===== config.mk =====
export PLATFORM = sky130hd
export DESIGN_NAME = hazard_control
export DESIGN_NICKNAME = d
export VERILOG_FILES = /design/src/rtl/hazard_control.sv
export SDC_FILE = /design/constraint.sdc
export NUM_CORES = 1
export LEC_CHECK = 0
export ABC_CLOCK_PERIOD_IN_PS = 2300
export CORE_MARGIN = 4
export CORE_UTILIZATION = 35
export DETAILED_ROUTE_END_ITERATION = 16
export PLACE_DENSITY = 0.89
export SYNTH_ARGS = -nofsm -noshare
export SYNTH_HDL_FRONTEND = slang
export SYNTH_SLANG_ARGS = --single-unit

===== constraint.sdc =====
create_clock -name clk -period 2.3 [get_ports clk]
set_clock_uncertainty 0.2 [all_clocks]
set_input_delay 0.46 -clock clk [delete_from_list [all_inputs] [get_ports clk]]
set_output_delay 0.46 -clock clk [all_outputs]
set_load 0.005 [all_outputs]

===== src/rtl/hazard_control.sv =====
// rtl/hazard_control.sv - load-use stall and redirect flush sequencer for the five-stage pipeline
// Optional performance counters are built only when HAZARD_PERF_EN is defined.
module hazard_control #(
  parameter int FLUSH_DEPTH = 2,
  parameter int CNT_W       = 16
) (
  input  logic             clk,
  input  logic             rst,
  input  logic [4:0]       FD_RS,
  input  logic [4:0]       FD_RT,
  input  logic             FD_useRT,
  input  logic [4:0]       DX_RD,
  input  logic             DX_lwFlag,
  input  logic             redirect,
  input  logic [31:0]      redirect_pc,
  output logic             PC_write,
  output logic             FD_write,
  output logic             FD_flush,
  output logic             DX_bubble,
  output logic             PC_sel,
  output logic [31:0]      PC_target,
  output logic             busy,
  output logic [CNT_W-1:0] stall_cnt,
  output logic [CNT_W-1:0] flush_cnt
);

  typedef enum logic {
    RUN   = 1'b0,
    FLUSH = 1'b1
  } state_t;

  localparam logic [2:0] CNT_INIT = 3'(FLUSH_DEPTH - 1);

  state_t      state_q, state_d;
  logic [2:0]  cnt_q, cnt_d;
  logic [31:0] pc_target_q, pc_target_d;
  logic        lu;

  // Register 0 is hardwired to zero, so a load targeting it never creates a dependency.
  assign lu = DX_lwFlag & (DX_RD != 5'd0) &
              ((DX_RD == FD_RS) | (FD_useRT & (DX_RD == FD_RT)));

  always_ff @(posedge clk or negedge rst) begin
    if (!rst) begin
      state_q     <= RUN;
      cnt_q       <= 3'd0;
      pc_target_q <= 32'd0;
    end else begin
      state_q     <= state_d;
      cnt_q       <= cnt_d;
      pc_target_q <= pc_target_d;
    end
  end

  always_comb begin
    state_d     = state_q;
    cnt_d       = cnt_q;
    pc_target_d = pc_target_q;
    PC_write    = 1'b1;
    FD_write    = 1'b1;
    FD_flush    = 1'b0;
    DX_bubble   = 1'b0;
    PC_sel      = 1'b0;
    busy        = 1'b0;

    case (state_q)
      RUN: begin
        PC_write  = ~lu;
        FD_write  = ~lu;
        DX_bubble = lu;
      end
      FLUSH: begin
        // DX holds wrong-path work here, so the load-use check is not consulted.
        FD_flush  = 1'b1;
        DX_bubble = 1'b1;
        busy      = 1'b1;
        PC_sel    = (cnt_q == CNT_INIT);
        if (cnt_q == 3'd0) begin
          state_d = RUN;
        end else begin
          cnt_d = cnt_q - 3'd1;
        end
      end
      default: state_d = RUN;
    endcase

    // A redirect always restarts the flush, overriding a stall or an ongoing sequence.
    if (redirect) begin
      state_d     = FLUSH;
      cnt_d       = CNT_INIT;
      pc_target_d = redirect_pc;
    end
  end

  assign PC_target = pc_target_q;

`ifdef HAZARD_PERF_EN
  logic [CNT_W-1:0] stall_cnt_q, stall_cnt_d;
  logic [CNT_W-1:0] flush_cnt_q, flush_cnt_d;

  always_comb begin
    stall_cnt_d = stall_cnt_q;
    flush_cnt_d = flush_cnt_q;
    if ((state_q == RUN) && lu && (stall_cnt_q != {CNT_W{1'b1}})) begin
      stall_cnt_d = stall_cnt_q + 1'b1;
    end
    if (redirect && (flush_cnt_q != {CNT_W{1'b1}})) begin
      flush_cnt_d = flush_cnt_q + 1'b1;
    end
  end

  always_ff @(posedge clk or negedge rst) begin
    if (!rst) begin
      stall_cnt_q <= '0;
      flush_cnt_q <= '0;
    end else begin
      stall_cnt_q <= stall_cnt_d;
      flush_cnt_q <= flush_cnt_d;
    end
  end

  assign stall_cnt = stall_cnt_q;
  assign flush_cnt = flush_cnt_q;
`else
  assign stall_cnt = '0;
  assign flush_cnt = '0;
`endif

endmodule


==> impl_metrics.toml <==
[worst_hold_path]
hold_class = "input port to async pin"

[power]
vdd_drop_max_mv = 0.5195
p_leak_nw = 1.206
power.density_nw_per_um2 = 658.4

[logic_synthesis]
yosys_warnings = 0
syn_inst = 144
synth-seq-cells = 36
ys_types = 21
synth_area_per_cell_um2 = 12.49
seq_area_frac_synth = 0.5007
syn_area_um2 = 1799

[global_routing]
grt-ovfl-total = 0
antenna_found_initial = 0
grt_usage = 0.1447
met2_usage = 0.2387
busiest_layer = "met2"
grt_use_met3 = 0.08804
met1_usage = 0.1482
grt_pass1_vias = 1374
grt_max_degree = 37
grt_pass1_wl_um = 6810

[placement]
pre_cts_ws_ps = -712.4
place_area_um2 = 2663
portBuffers = 89
dpl.cell_count = 300
dp.final_hpwl_um = 3349
place_congestion = 0.7130

[cts]
clock_latency_ps = 280
cts_tree = "built"
htreeDepth = 2
cts_buffers = 5
cts-root-buf = "clkbuf_8"
cts.sinks = 36
clk_pin_slew_ps = 80
holdBufCountCts = 0
cts_buffer_depth = 2

[setup_path]
path_cells = "buf_6 -> xor2_2 -> nor4_2 -> a32oi_1 -> or3_1 -> buf_2"
critical-path-top-delay-family = "simple AND/OR/NAND/NOR gates"
max_stage_delay_ps = 340
cp_slowest_cell = "or3_1"
path_buf_inv = 2
cp.arrival_ps = 1610
reg2regPathDepth = 6
worstSetupStartpointType = "input port"
worst-path-stages = 6
path_max_fanout = 2
path_class = "input port to primary output"
cp.required_ps = 1640
cp-end-kind = "primary output"

[floorplan]
die_y_um = 79.70
ios = 122
row_count = 25
initial_core_util = 0.3711
coreArea_um2 = 4848
dieArea_um2 = 6352
die_w_um = 79.70

[detailed_routing]
wire_per_inst_um = 13.92
drt_drc_violations_left = 0
drtAntennaViolNets = 0
drt_iter0_markers = 6
drt-pass1-iter-count = 2
dr_total_vias = 1300
wl_um = 4287
routed_via_density = 4.221

[finish]
final_util = 0.5644
final_nets = 295
insertedDiodeCount = 0
stdcell_count = 308
design_area_um2 = 2736
layout-drive-gt1-share = 0.2614
syn2layout_area_growth_pct = 52.09
nFillCells = 397

[timing]
period_share = 0.9854
slew_viol_final = 0
finalHoldViolations = 0
fmax_mhz = 441.2
worstMarginPinSlew_ps = 804.0
setup_slack_ps = 33.66
finalCriticalPeriod_ps = 2266
finalSetupViolCount = 0
rsz0062_at_grt = "true"
relSlewSlack = 0.4640

[run_status]
status = "complete, no violations"

[flow_run]
cap_violations = 0
layout make-up:
cell class              instances  area, um^2  area share
repair buffers                 96       903.4      0.3301
well taps                      67       83.83     0.03064
multi-input cells              98       740.7      0.2707
flip-flops and latches         36       900.9      0.3292
inverters                       3       11.26    0.004115
clock inverters                 2       13.76    0.005030
clock buffers                   6       82.58     0.03018
power breakdown:
group,switching [W],internal [W],leakage [nW]
registers,0.0000542,0.000718,0.421
clock network,0.000235,0.000245,0.0516
logic,0.000208,0.000342,0.732
total,0.000498,0.00130,1.21
repair_timing:
item                       CTS  global route
setup endpoints to repair    3             3
pin swaps                   11             2
setup buffers                2             0
gates resized for setup     56             2
placed cells by master (no fill, tap or decap), drive strengths merged:
cell type / synthesis / layout
clkdlybuf4s50: 0 / 70
dfrtp: 36 / 36
mux2: 32 / 32
conb: 1 / 32
buf: 38 / 18
xor2: 9 / 9
clkbuf: 0 / 6
dlygate4sd2: 0 / 6
inv: 3 / 4
nor2: 3 / 3
nand2: 3 / 3
ha: 3 / 3
nand2b: 2 / 2
xnor2: 2 / 2
a21oi: 2 / 2
o21ai: 2 / 2
nor3: 2 / 2
clkdlybuf4s15: 0 / 2
or4: 1 / 1
nor4: 1 / 1
a32oi: 1 / 1
o21bai: 1 / 1
or3: 1 / 1
or2: 1 / 1
clkinv: 0 / 1
per-stage QoR:
| step | hold WS (ps) | power, W | setup TNS (ps) |
|---|---|---|---|
| after global routing | 98.88 | 0.001936 | -113.3 |
| after CTS | 70.53 | 0.001830 | -1.951 |
| after global placement | 288.9 | 0.001330 | -1960 |
| after floorplan | -35.59 | 0.001054 | 0 |
| after detailed placement | 294.7 | 0.001348 | -2026 |
| final | 51.66 | 0.001801 | 0 |
layer usage:
metal  vias up  wire length (um)  share of wire
li1        603                 -              -
met1       604              1494           0.35
met3         7               660           0.15
met4         0                61          0.014
met5         -                 0              0
met2        86              2070           0.48
cells in the mapped netlist (all sizes together):
master / count / area (um^2)
xnor2: 2 / 17.52
or2: 1 / 6.260
a32oi: 1 / 8.760
nor3: 2 / 10.01
a21oi: 2 / 10.01
or3: 1 / 6.260
o21bai: 1 / 7.510
nand2b: 2 / 12.51
mux2: 32 / 360.4
xor2: 9 / 78.83
nand2: 3 / 11.26
nor2: 3 / 11.26
conb: 1 / 3.750
inv: 3 / 11.26
dfrtp: 36 / 900.9
buf: 38 / 275.3
nor4: 1 / 12.51
o21ai: 2 / 10.01
or4: 1 / 7.510
ha: 3 / 37.54
kinds of logic after synthesis:
logic type,Yosys count,share of synthesized area
other cells,1,0.002084
mux,32,0.2003
fa+ha+maj,3,0.02086
compound gates,6,0.02017
buf+inv,41,0.1592
flops,36,0.5007
simple gates,14,0.04312
xor+xnor,11,0.05355
state kept, by name, summed over array words and instances (netlist names):
register	count
PC_target	32
cnt_q	3
state_q	1
worst paths after layout:
path,end,slack [ps],startpoint
setup / recovery,PC_write,30,FD_RT[2]
hold / removal,PC_target[29],50,rst
setup reg to reg,cnt_q[0],600,cnt_q[0]
hold reg to reg,PC_target[30],310,PC_target[30]
max in group asynchronous,state_q,1330,rst
min in group clk,PC_target[30],310,PC_target[30]
Note: power is estimated with default switching activity, not from simulation.
